`src/rtl/lpc_pkg.sv`:
```
// Shared LPC target definitions: FSM phases and the fixed nibble codes seen on LAD.
package lpc_pkg;

  typedef enum logic [3:0] {
    IDLE, CYCTYPE, ADDR0, ADDR1, ADDR2, ADDR3,
    WDATA0, WDATA1, HTAR0, HTAR1, SYNC,
    RDATA0, RDATA1, TTAR0, TTAR1
  } LpcState;

  localparam logic [3:0] START_NIB  = 4'h0;
  localparam logic [3:0] CYC_IORD   = 4'h0;
  localparam logic [3:0] CYC_IOWR   = 4'h2;
  localparam logic [3:0] SYNC_READY = 4'h0;
  localparam logic [3:0] TAR_NIB    = 4'hF;

endpackage

```
`src/rtl/lpc_io_target.sv`:
```
// LPC I/O-cycle target: decodes host I/O reads/writes into a small register window
// and answers with a zero-wait SYNC. The state names the bus phase of the current clock.
module lpc_io_target
  import lpc_pkg::*;
#(
  parameter logic [15:0] BASE_ADDR = 16'h0700,
  parameter int          WIN_BITS  = 5
) (
  input  logic       LpcClock,
  input  logic       PciReset,
  input  logic       LFRAME_N,
  input  logic [3:0] LAD_I,
  output logic [3:0] LAD_O,
  output logic       LAD_OE,
  input  logic [7:0] RdData,
  output logic [7:0] Addr,
  output logic       Wr,
  output logic [7:0] DataWrSW,
  output logic       Rd
);

  LpcState     state;
  logic [11:0] addrShift;
  logic [3:0]  dataLo;
  logic [3:0]  rdHigh;
  logic        isWrite;
  logic [15:0] fullAddr;
  logic        hit;

  // The last address nibble is still on the pins during ADDR3.
  assign fullAddr = {addrShift, LAD_I};
  assign hit      = (fullAddr[15:WIN_BITS] == BASE_ADDR[15:WIN_BITS]);

  always_ff @(posedge LpcClock or negedge PciReset) begin
    if (!PciReset) begin
      state     <= IDLE;
      LAD_OE    <= 1'b0;
      LAD_O     <= TAR_NIB;
      Addr      <= 8'h00;
      DataWrSW  <= 8'h00;
      Wr        <= 1'b0;
      Rd        <= 1'b0;
      addrShift <= 12'h000;
      dataLo    <= 4'h0;
      rdHigh    <= 4'h0;
      isWrite   <= 1'b0;
    end else begin
      Wr <= 1'b0;
      Rd <= 1'b0;
      if (!LFRAME_N) begin
        // START restarts from any phase; any other nibble with LFRAME_N low is an abort.
        state  <= (LAD_I == START_NIB) ? CYCTYPE : IDLE;
        LAD_OE <= 1'b0;
        LAD_O  <= TAR_NIB;
      end else begin
        case (state)
          IDLE: state <= IDLE;
          CYCTYPE: begin
            if (LAD_I == CYC_IORD) begin
              isWrite <= 1'b0;
              state   <= ADDR0;
            end else if (LAD_I == CYC_IOWR) begin
              isWrite <= 1'b1;
              state   <= ADDR0;
            end else begin
              state <= IDLE;
            end
          end
          ADDR0: begin addrShift <= {addrShift[7:0], LAD_I}; state <= ADDR1; end
          ADDR1: begin addrShift <= {addrShift[7:0], LAD_I}; state <= ADDR2; end
          ADDR2: begin addrShift <= {addrShift[7:0], LAD_I}; state <= ADDR3; end
          ADDR3: begin
            if (hit) begin
              Addr  <= 8'(fullAddr[WIN_BITS-1:0]);
              state <= isWrite ? WDATA0 : HTAR0;
            end else begin
              state <= IDLE;
            end
          end
          WDATA0: begin dataLo <= LAD_I; state <= WDATA1; end
          WDATA1: begin DataWrSW <= {LAD_I, dataLo}; state <= HTAR0; end
          HTAR0:  state <= HTAR1;
          HTAR1: begin
            LAD_OE <= 1'b1;
            LAD_O  <= SYNC_READY;
            Wr     <= isWrite;
            Rd     <= !isWrite;
            state  <= SYNC;
          end
          SYNC: begin
            if (isWrite) begin
              LAD_O <= TAR_NIB;
              state <= TTAR0;
            end else begin
              LAD_O  <= RdData[3:0];
              rdHigh <= RdData[7:4];
              state  <= RDATA0;
            end
          end
          RDATA0: begin LAD_O <= rdHigh; state <= RDATA1; end
          RDATA1: begin LAD_O <= TAR_NIB; state <= TTAR0; end
          TTAR0:  begin LAD_OE <= 1'b0; state <= TTAR1; end
          TTAR1:  state <= IDLE;
          default: begin
            LAD_OE <= 1'b0;
            state  <= IDLE;
          end
        endcase
      end
    end
  end

endmodule

```
`config.mk`:
```
export PLATFORM = sky130hd
export DESIGN_NAME = lpc_io_target
export DESIGN_NICKNAME = d
export VERILOG_FILES = /design/src/rtl/lpc_pkg.sv /design/src/rtl/lpc_io_target.sv
export SDC_FILE = /design/constraint.sdc
export NUM_CORES = 1
export LEC_CHECK = 0
export ABC_AREA = 1
export BUFFER_PORTS_ARGS = -buffer_cell sky130_fd_sc_hd__buf_2
export CAP_MARGIN = 0
export CELL_PAD_IN_SITES_DETAIL_PLACEMENT = 0
export CELL_PAD_IN_SITES_GLOBAL_PLACEMENT = 1
export CORE_MARGIN = 8
export CORE_UTILIZATION = 41
export CTS_BUF_LIST = sky130_fd_sc_hd__clkbuf_16
export DETAILED_ROUTE_END_ITERATION = 8
export PLACE_DENSITY = 0.87
export SLEW_MARGIN = 20
export SYNTH_ARGS = -nofsm -noshare
export SYNTH_HDL_FRONTEND = slang
export SYNTH_SLANG_ARGS = --single-unit
export TNS_END_PERCENT = 20
```
`constraint.sdc`:
```
create_clock -name LpcClock -period 1.7 [get_ports LpcClock]
set_input_delay 0.51 -clock LpcClock [delete_from_list [all_inputs] [get_ports LpcClock]]
set_output_delay 0.51 -clock LpcClock [all_outputs]
set_load 0.02 [all_outputs]
```
# Word-level counts from Yosys, hierarchy flattened

Index checks and enable logic that the tools add are counted.

Bits in registers: 45
Bits in latches: 0
Bits in writable memories: 0
Memory bits (read-only): 0
Input port bits: 15
Output and inout port bits: 23
Logic and storage cells: 61
Memories: 0

Add/sub/neg operators: 0
$mul: 0
Divide/modulo/power cells: 0
Order comparisons: 0
Equality and inequality tests: 18
Shifts and indexed selects: 0
Muxes and demuxes: 19
Bitwise operators: 1
Reductions and logical operators: 12

Operators by type and width:

| cell                                                  | number |
|---|---|
| case mux 4 bit (13 select lines)                      | 1 |
| equality test 4 bit (second input constant)           | 7 |
| two-way mux 4 bit                                     | 5 |
| equality test 4 x 3 -> 1 bit (second input constant)  | 4 |
| case mux 4 bit (4 select lines)                       | 1 |
| OR reduction 13 bit                                   | 1 |
| equality test 4 x 2 -> 1 bit (second input constant)  | 3 |
| equality test 11 x 6 -> 1 bit (second input constant) | 1 |
| AND reduction 3 bit                                   | 3 |
| logical NOT 4 bit                                     | 2 |
| two-way mux 1 bit                                     | 8 |
| AND reduction 2 bit                                   | 3 |
| != test 5 x 1 -> 1 bit (second input constant)        | 1 |
| equality test 4 x 1 -> 1 bit (second input constant)  | 1 |
| two-way mux 2 bit                                     | 2 |
| two-way mux 3 bit                                     | 1 |
| OR reduction 3 bit                                    | 1 |
| != test 2 bit (second input constant)                 | 1 |
| case mux 1 bit (2 select lines)                       | 1 |
| nonzero test 2 bit                                    | 1 |
| logical NOT 1 bit                                     | 1 |
| NOT 1 bit                                             | 1 |

# Depth between registers and ports, before layout

Gate-level depths: netlist of run 1.

Depth in word-level cells: 5
Gate-level depth with buffers: 9
Depth with buffers taken out: 9

# Least setup slack after synthesis of run 1

No wires, ideal clock.

Path kind: input to register
From: in LFRAME_N
To: reg Addr[2]
Setup time: 0.123 ns
Arrival: 1.235 ns
Required time: 1.577 ns
Setup slack: 0.342 ns
Stages on the path: 6
Path buffers: 1
Path through: buf_2 > inv_1 > nor2_1 > nand3_2 > nand2_1 > o21ai_1

Cells in the longest elaborated chain, start to end: 1

Ends and longest elaborated chain:

| what                          | RTL line            | RTL |
|---|---|---|
| start: declaration            | lpc_io_target.sv:11 | `input logic LFRAME_N,` |
| AND reduction 3 bit (no line) | --                  |  |
| end signal: assignment        | lpc_io_target.sv:74 | `Addr <= 8'(fullAddr[WIN_BITS-1:0]);` |
| end: declaration              | lpc_io_target.sv:16 | `output logic [7:0] Addr,` |

Every way passes these cells.
A chain may end at the register's enable or synchronous reset.

# Worst setup path after layout of run 1

From: reg LAD_O[3]
To: out LAD_O[3]

RTL lines:

| what                     | RTL line            | RTL |
|---|---|---|
| start: declaration       | lpc_io_target.sv:13 | `output logic [3:0] LAD_O,` |
| start signal: assignment | lpc_io_target.sv:95 | `LAD_O <= RdData[3:0];` |

No word-level cell between the ends.

==> flow_metrics.env, run 1 <==
export IMPL_power_total_mw=2.41
export IMPL_cts_tree="done"
export IMPL_grt_max_degree=46
export IMPL_globalRouteOverflowTotal=0
export IMPL_grt_pass1_wl_um=8000
export IMPL_first_global_vias=1715
export IMPL_tightest_hold_margin_ns=0.193
export IMPL_ys_warn_count=0
export IMPL_fin_skew_ns=0.00335
export IMPL_vdd_drop_max_mv=0.672
export IMPL_timing_rr_end="addrShift[0]"
export IMPL_max_freq_ghz=0.676
export IMPL_hpwl_um=3510
export IMPL_synth_seq_area_share=0.534
export IMPL_fin_util=0.504
export IMPL_fp_row_count=26
export IMPL_delay_contributed_by_the_slowest_stage_of_the_critical_path_ns=0.53
export IMPL_top_level_ports=38
export IMPL_cts_sink_count=45
export IMPL_crit_chain="buf_2"
export IMPL_area_delta_synth_final_pct=19.9
export IMPL_synth_largest_area_cell="sky130_fd_sc_hd__dfrtp_1"
export IMPL_route_vias_total=1680
export IMPL_vias_per_cell=4.71
export IMPL_place_inst=349
export IMPL_insertion_delay_ns=0.28
export IMPL_cts_buffers_inserted=5
export IMPL_number_of_instances_in_the_synthesized_netlist=246
export IMPL_initial_core_util=0.420
export IMPL_clock_tree_htree_level_count=2
export IMPL_post_synth_instance_area_um2=2120
export IMPL_dp_worst_setup_slack_ns=0.207
export IMPL_cp_end_kind="primary output"
export IMPL_hold_buffers=0
export IMPL_final_min_clock_period_ns=1.48
export IMPL_fp_dieArea_um2=7730
export IMPL_antenna_found_initial=0
export IMPL_io_buffer_count=34
export IMPL_setup_total_negative_slack_ns=0
export IMPL_cell_count_of_the_worst_reg_to_reg_path=7
export IMPL_track_usage=0.131
export IMPL_slack_of_the_worst_reg_to_reg_path_ns=0.23
export IMPL_hold_path_class="in2async"
export IMPL_postLayoutSetupSlackWorst_ns=0.221
export IMPL_cts_root_buf="sky130_fd_sc_hd__clkbuf_16"
export IMPL_critical_path_slowest_cell="sky130_fd_sc_hd__dfstp_2"
export IMPL_post_cts_repair_setup_buffers=0
export IMPL_final_cell_area_um2=2540
export IMPL_postRouteWirelength_um=4660
export IMPL_synthDistinctLibCells=27
export IMPL_post_synth_cell_area_avg_um2=8.62
export IMPL_drv_slew=0
export IMPL_critical_path_depth=1
export IMPL_critical_path_peak_fanout=2
export IMPL_count_of_placed_standard_cells_in_the_final_layout_fillers_left_out=357
export IMPL_pwr_density_cell_nw_per_um2=948
export IMPL_cp_top_family="flip-flops"
export IMPL_post_route_cells_drive_above_1_share=0.286
export IMPL_setup_worst_path_class="reg2out"
export IMPL_detailed_place_area_um2=2370
export IMPL_status="finished clean"
export IMPL_gpl_congestion=0.884
export IMPL_synth_seq_cells=45
export IMPL_ys_top_cells_by_area="sky130_fd_sc_hd__dfrtp_1 (48%), sky130_fd_sc_hd__nand2_1 (9.7%), sky130_fd_sc_hd__nor2_1 (5.7%), sky130_fd_sc_hd__dfstp_2 (5.0%), sky130_fd_sc_hd__nand3_1 (4.0%)"
export IMPL_path_clk_slew_ns=0.06
export IMPL_critical_path_buf_inv_count=1
export IMPL_drc=0
export IMPL_core_area_um2=5040
export IMPL_multi_input_comb_area_um2=841
export IMPL_cts_root_to_sink_buffers=2
export IMPL_max_cap_violations=0
export IMPL_leakage_nw=1.36
export IMPL_nFillCells=495
export IMPL_first_iter_violations=77
export IMPL_timing_rr_start="state[1]"
export IMPL_rsz_0062_raised_after_global_routing="no"
export IMPL_yosys_area_top_type_share=0.484
export IMPL_dr_pass1_iters=4
export IMPL_nNetsFinal=301
export IMPL_final_setup_viol_count=0
export IMPL_worst_ep_required_time_ns=1.19
export IMPL_die_height_um=87.9
export IMPL_cp_start_kind="flop"
export IMPL_n_antenna_cell=0
export IMPL_layout_area_seq_um2=1130
export IMPL_finalHoldViolations=0
export IMPL_cts_resized=0
export IMPL_wl_per_cell_um=13.0
export IMPL_postRouteAntennaNets=0
export IMPL_worst_endpoint_arrival_ns=0.97
export IMPL_layout_worst_path_cycle_share=0.870
export IMPL_chipWidth_um=87.9
[per-layer routing]
layer / vias up / wire length [µm] / global-route usage
met5: - / 0 / 0
met4: 0 / 34 / 0.0375
met3: 4 / 236 / 0.0385
met2: 39 / 2200 / 0.209
met1: 781 / 2190 / 0.167
li1: 856 / - / -
[cells in the final DEF, fill, tap and decap left out, types with 2 or more instances in the layout]
cell type,n
sky130_fd_sc_hd__conb_1,3
sky130_fd_sc_hd__o21ai_0,15
sky130_fd_sc_hd__nand3_2,2
sky130_fd_sc_hd__a21oi_1,8
sky130_fd_sc_hd__buf_2,34
sky130_fd_sc_hd__inv_2,5
sky130_fd_sc_hd__o21ai_1,9
sky130_fd_sc_hd__buf_4,3
sky130_fd_sc_hd__nand2_4,2
sky130_fd_sc_hd__mux2_2,2
sky130_fd_sc_hd__o21ai_2,4
sky130_fd_sc_hd__nor3_1,2
sky130_fd_sc_hd__nand2_1,55
sky130_fd_sc_hd__dfstp_2,4
sky130_fd_sc_hd__nand3_1,17
sky130_fd_sc_hd__inv_1,21
sky130_fd_sc_hd__clkbuf_16,5
sky130_fd_sc_hd__dfrtp_1,41
sky130_fd_sc_hd__nor2_2,5
sky130_fd_sc_hd__nor2_1,32
sky130_fd_sc_hd__nand2_2,9
sky130_fd_sc_hd__mux2_4,2
[worst max-delay path by stage]
stage                  start      endpoint  slack, ns
CTS                 LAD_O[3]      LAD_O[3]       0.21
floorplan           LFRAME_N       Addr[2]       0.34
finish              LAD_O[3]      LAD_O[3]       0.22
global route        state[1]  addrShift[0]       0.08
global placement    state[1]  addrShift[0]       0.25
detailed placement  LAD_I[2]       isWrite       0.21
[report_power, final]
| part | internal, mW | switching [mW] | leakage, nW |
|---|---|---|---|
| combinational | 0.0552 | 0.102 | 0.681 |
| sequential | 1.12 | 0.0325 | 0.601 |
| clock | 0.695 | 0.407 | 0.0800 |
[sequential cells by signal, indices dropped and copies added, names as in the netlist]
name,count
addrShift,12
DataWrSW,8
Addr,5
LAD_O,4
dataLo,4
rdHigh,4
state,4
LAD_OE,1
Rd,1
Wr,1
isWrite,1
[cell usage after synthesis (all sizes together)]
master	instances
nor3	2
o21ai	28
dfrtp	41
a21oi	9
mux2	4
nand2	66
inv	26
nor2	37
buf	6
o211ai	1
nand3	19
dfstp	4
conb	1
nand4	1
clkbuf	1
[final cells by class]
| cell class | instances | area share |
|---|---|---|
| repair buffers | 38 | 0.0837 |
| clock inverters | 3 | 0.0182 |
| well taps | 70 | 0.0345 |
| flip-flops and latches | 45 | 0.445 |
| clock buffers | 5 | 0.0492 |
| multi-input cells | 170 | 0.331 |
| inverters | 26 | 0.0384 |
[kinds of logic (layout without fill, tap and decap cells)]
family	Yosys count	count (layout)	share of synthesized area
other	1	3	0.00177
AO/OA/AOI/OAI	38	38	0.103
multiplexers	4	4	0.0248
flip-flops	45	45	0.534
AND/OR/NAND/NOR	125	125	0.263
buffers and inverters	33	72	0.0732
No activity file was read; power rests on OpenSTA's default activity.
==> run 2: changes to the inputs <==
- CORE_MARGIN: 8 -> unset
- CTS_CLUSTER_DIAMETER: unset -> 120
==> run 2 against run 1 <==
Against the previous run:
- flip-flop and latch count is the same
- setup slack gained 0.0055 ns
- critical endpoint is now LAD_O[2]
- cell count shrank 0.84%
- sequential power is essentially flat
- utilization grew 1.4 points
- wire length shrank 6.4%
- highest routed layer unchanged
- sequential share of layout area grew 0.51 points
- via count shrank 2.4%
- maximum frequency grew 0.37%
- worst hold slack lost 0.12 ns
- critical path depth is the same
- critical path type unchanged
==> flow_metrics.env, run 2 (synthesized netlist as in run 1, its figures left out) <==
export IMPL_status="finished clean"
export IMPL_hold_buffers=0
export IMPL_io_buffer_count=34
export IMPL_insertion_delay_ns=0.28
export IMPL_delay_contributed_by_the_slowest_stage_of_the_critical_path_ns=0.53
export IMPL_hpwl_um=3280
export IMPL_globalRouteOverflowTotal=0
export IMPL_hold_path_class="in2async"
export IMPL_rsz_0062_raised_after_global_routing="no"
export IMPL_share_comb_of_total_power=0.070
export IMPL_post_route_cells_drive_above_1_share=0.282
export IMPL_drv_slew=0
export IMPL_cts_tree="done"
export IMPL_dp_worst_setup_slack_ns=0.252
export IMPL_leakage_nw=1.35
export IMPL_grt_max_degree=39
export IMPL_layout_cells_most_common="sky130_fd_sc_hd__nand2_1"
export IMPL_vdd_drop_max_mv=0.964
export IMPL_fp_row_count=25
export IMPL_dr_pass1_iters=4
export IMPL_worst_endpoint_arrival_ns=0.96
export IMPL_critical_path_peak_fanout=2
export IMPL_cts_resized=0
export IMPL_cp_end_kind="primary output"
export IMPL_path_clk_slew_ns=0.06
export IMPL_cts_sink_count=45
export IMPL_nNetsFinal=301
export IMPL_die_height_um=73.9
export IMPL_cts_root_to_sink_buffers=2
export IMPL_initial_core_util=0.437
export IMPL_netSwitchingFraction=0.240
export IMPL_top_regs="addrShift (12), DataWrSW (8), Addr (5)"
export IMPL_area_delta_synth_final_pct=18.5
export IMPL_netSwitchingPower_uw=541
export IMPL_pwr_density_cell_nw_per_um2=899
export IMPL_setup_total_negative_slack_ns=0
export IMPL_mostFrequentLayoutCells="sky130_fd_sc_hd__nand2_1 (55), sky130_fd_sc_hd__dfrtp_1 (41), sky130_fd_sc_hd__buf_2 (34)"
export IMPL_count_of_placed_standard_cells_in_the_final_layout_fillers_left_out=354
export IMPL_grt_pass1_wl_um=7560
export IMPL_drc=0
export IMPL_finalHoldViolations=0
export IMPL_gpl_congestion=1.01
export IMPL_fin_util=0.518
export IMPL_clock_power_share=0.421
export IMPL_first_global_vias=1563
export IMPL_fin_skew_ns=0.00380
export IMPL_max_cap_violations=0
export IMPL_final_min_clock_period_ns=1.47
export IMPL_final_setup_viol_count=0
export IMPL_layout_worst_path_cycle_share=0.867
export IMPL_top_level_ports=38
export IMPL_vias_per_cell=4.63
export IMPL_power_report_internal_total_mw=1.72
export IMPL_route_vias_total=1640
export IMPL_critical_path_buf_inv_count=1
export IMPL_core_area_um2=4850
export IMPL_setup_worst_path_class="reg2out"
export IMPL_chipWidth_um=73.9
export IMPL_n_antenna_cell=0
export IMPL_first_iter_violations=112
export IMPL_crit_chain="buf_2"
export IMPL_critical_path_slowest_cell="sky130_fd_sc_hd__dfstp_2"
export IMPL_largest_register_ff_count=12
export IMPL_max_freq_ghz=0.679
export IMPL_wl_per_cell_um=12.3
export IMPL_clock_tree_htree_level_count=2
export IMPL_postRouteAntennaNets=0
export IMPL_nFillCells=447
export IMPL_largest_register="addrShift"
export IMPL_seq_power_share=0.509
export IMPL_cts_buffers_inserted=5
export IMPL_antenna_found_initial=0
export IMPL_track_usage=0.181
export IMPL_post_cts_repair_setup_buffers=0
export IMPL_worst_ep_required_time_ns=1.19
export IMPL_cp_start_kind="flop"
export IMPL_cp_top_family="flip-flops"
export IMPL_cts_root_buf="sky130_fd_sc_hd__clkbuf_16"
export IMPL_place_inst=346
export IMPL_fp_dieArea_um2=5460
export IMPL_postLayoutSetupSlackWorst_ns=0.226
export IMPL_tightest_hold_margin_ns=0.0728
export IMPL_postRouteWirelength_um=4360
[run 2: cell count changes in the layout (fill, tap and decap cells not counted)]
cell / delta
sky130_fd_sc_hd__bufinv_16: -1
sky130_fd_sc_hd__clkinv_1: +1
sky130_fd_sc_hd__clkinvlp_4: -1
sky130_fd_sc_hd__inv_6: +1
[run 2: layer usage]
layer  up-vias  track usage  share of wire
li1        856            -              -
met1       735        0.262           0.50
met2        43        0.278           0.44
met3         6       0.0439          0.046
met4         0       0.0363         0.0071
met5         -            0              0
[run 2: final timing paths]
path	start	end	slack (ns)	cells after the start
worst min-delay path	PciReset	Wr	0.07	1
worst max register to register	state[3]	addrShift[0]	0.25	7
min in group LpcClock	LAD_O[1]	LAD_O[1]	0.47	2
max in group asynchronous	PciReset	LAD_O[0]	1.12	2
worst min register to register	LAD_O[1]	LAD_O[1]	0.47	2
worst max-delay path	LAD_O[2]	LAD_O[2]	0.23	1
[run 2: power by group through the flow]
stage / logic, mW / clock network [mW] / registers [mW]
after floorplan: 0.0856 / 0 / 1.17
after global placement: 0.159 / 0 / 1.17
after detailed placement: 0.162 / 0 / 1.17
after CTS: 0.162 / 0.972 / 1.15
after global routing: 0.182 / 1.02 / 1.15
final: 0.159 / 0.951 / 1.15
[run 2: layout make-up]
| cell class | instances | area (µm²) | share of cell area |
|---|---|---|---|
| flip-flops and latches | 45 | 1130 | 0.450 |
| multi-input cells | 170 | 841 | 0.335 |
| repair buffers | 38 | 213 | 0.0847 |
| clock buffers | 5 | 125 | 0.0498 |
| inverters | 26 | 97.6 | 0.0388 |
| well taps | 67 | 83.8 | 0.0334 |
| clock inverters | 3 | 21.3 | 0.00847 |
[run 2: per-stage QoR]
step / power [mW] / instance area [µm²]
after floorplan: 1.25 / 2130
after global placement: 1.33 / 2370
after detailed placement: 1.33 / 2370
after CTS: 2.28 / 2510
after global routing: 2.35 / 2510
final: 2.26 / 2510
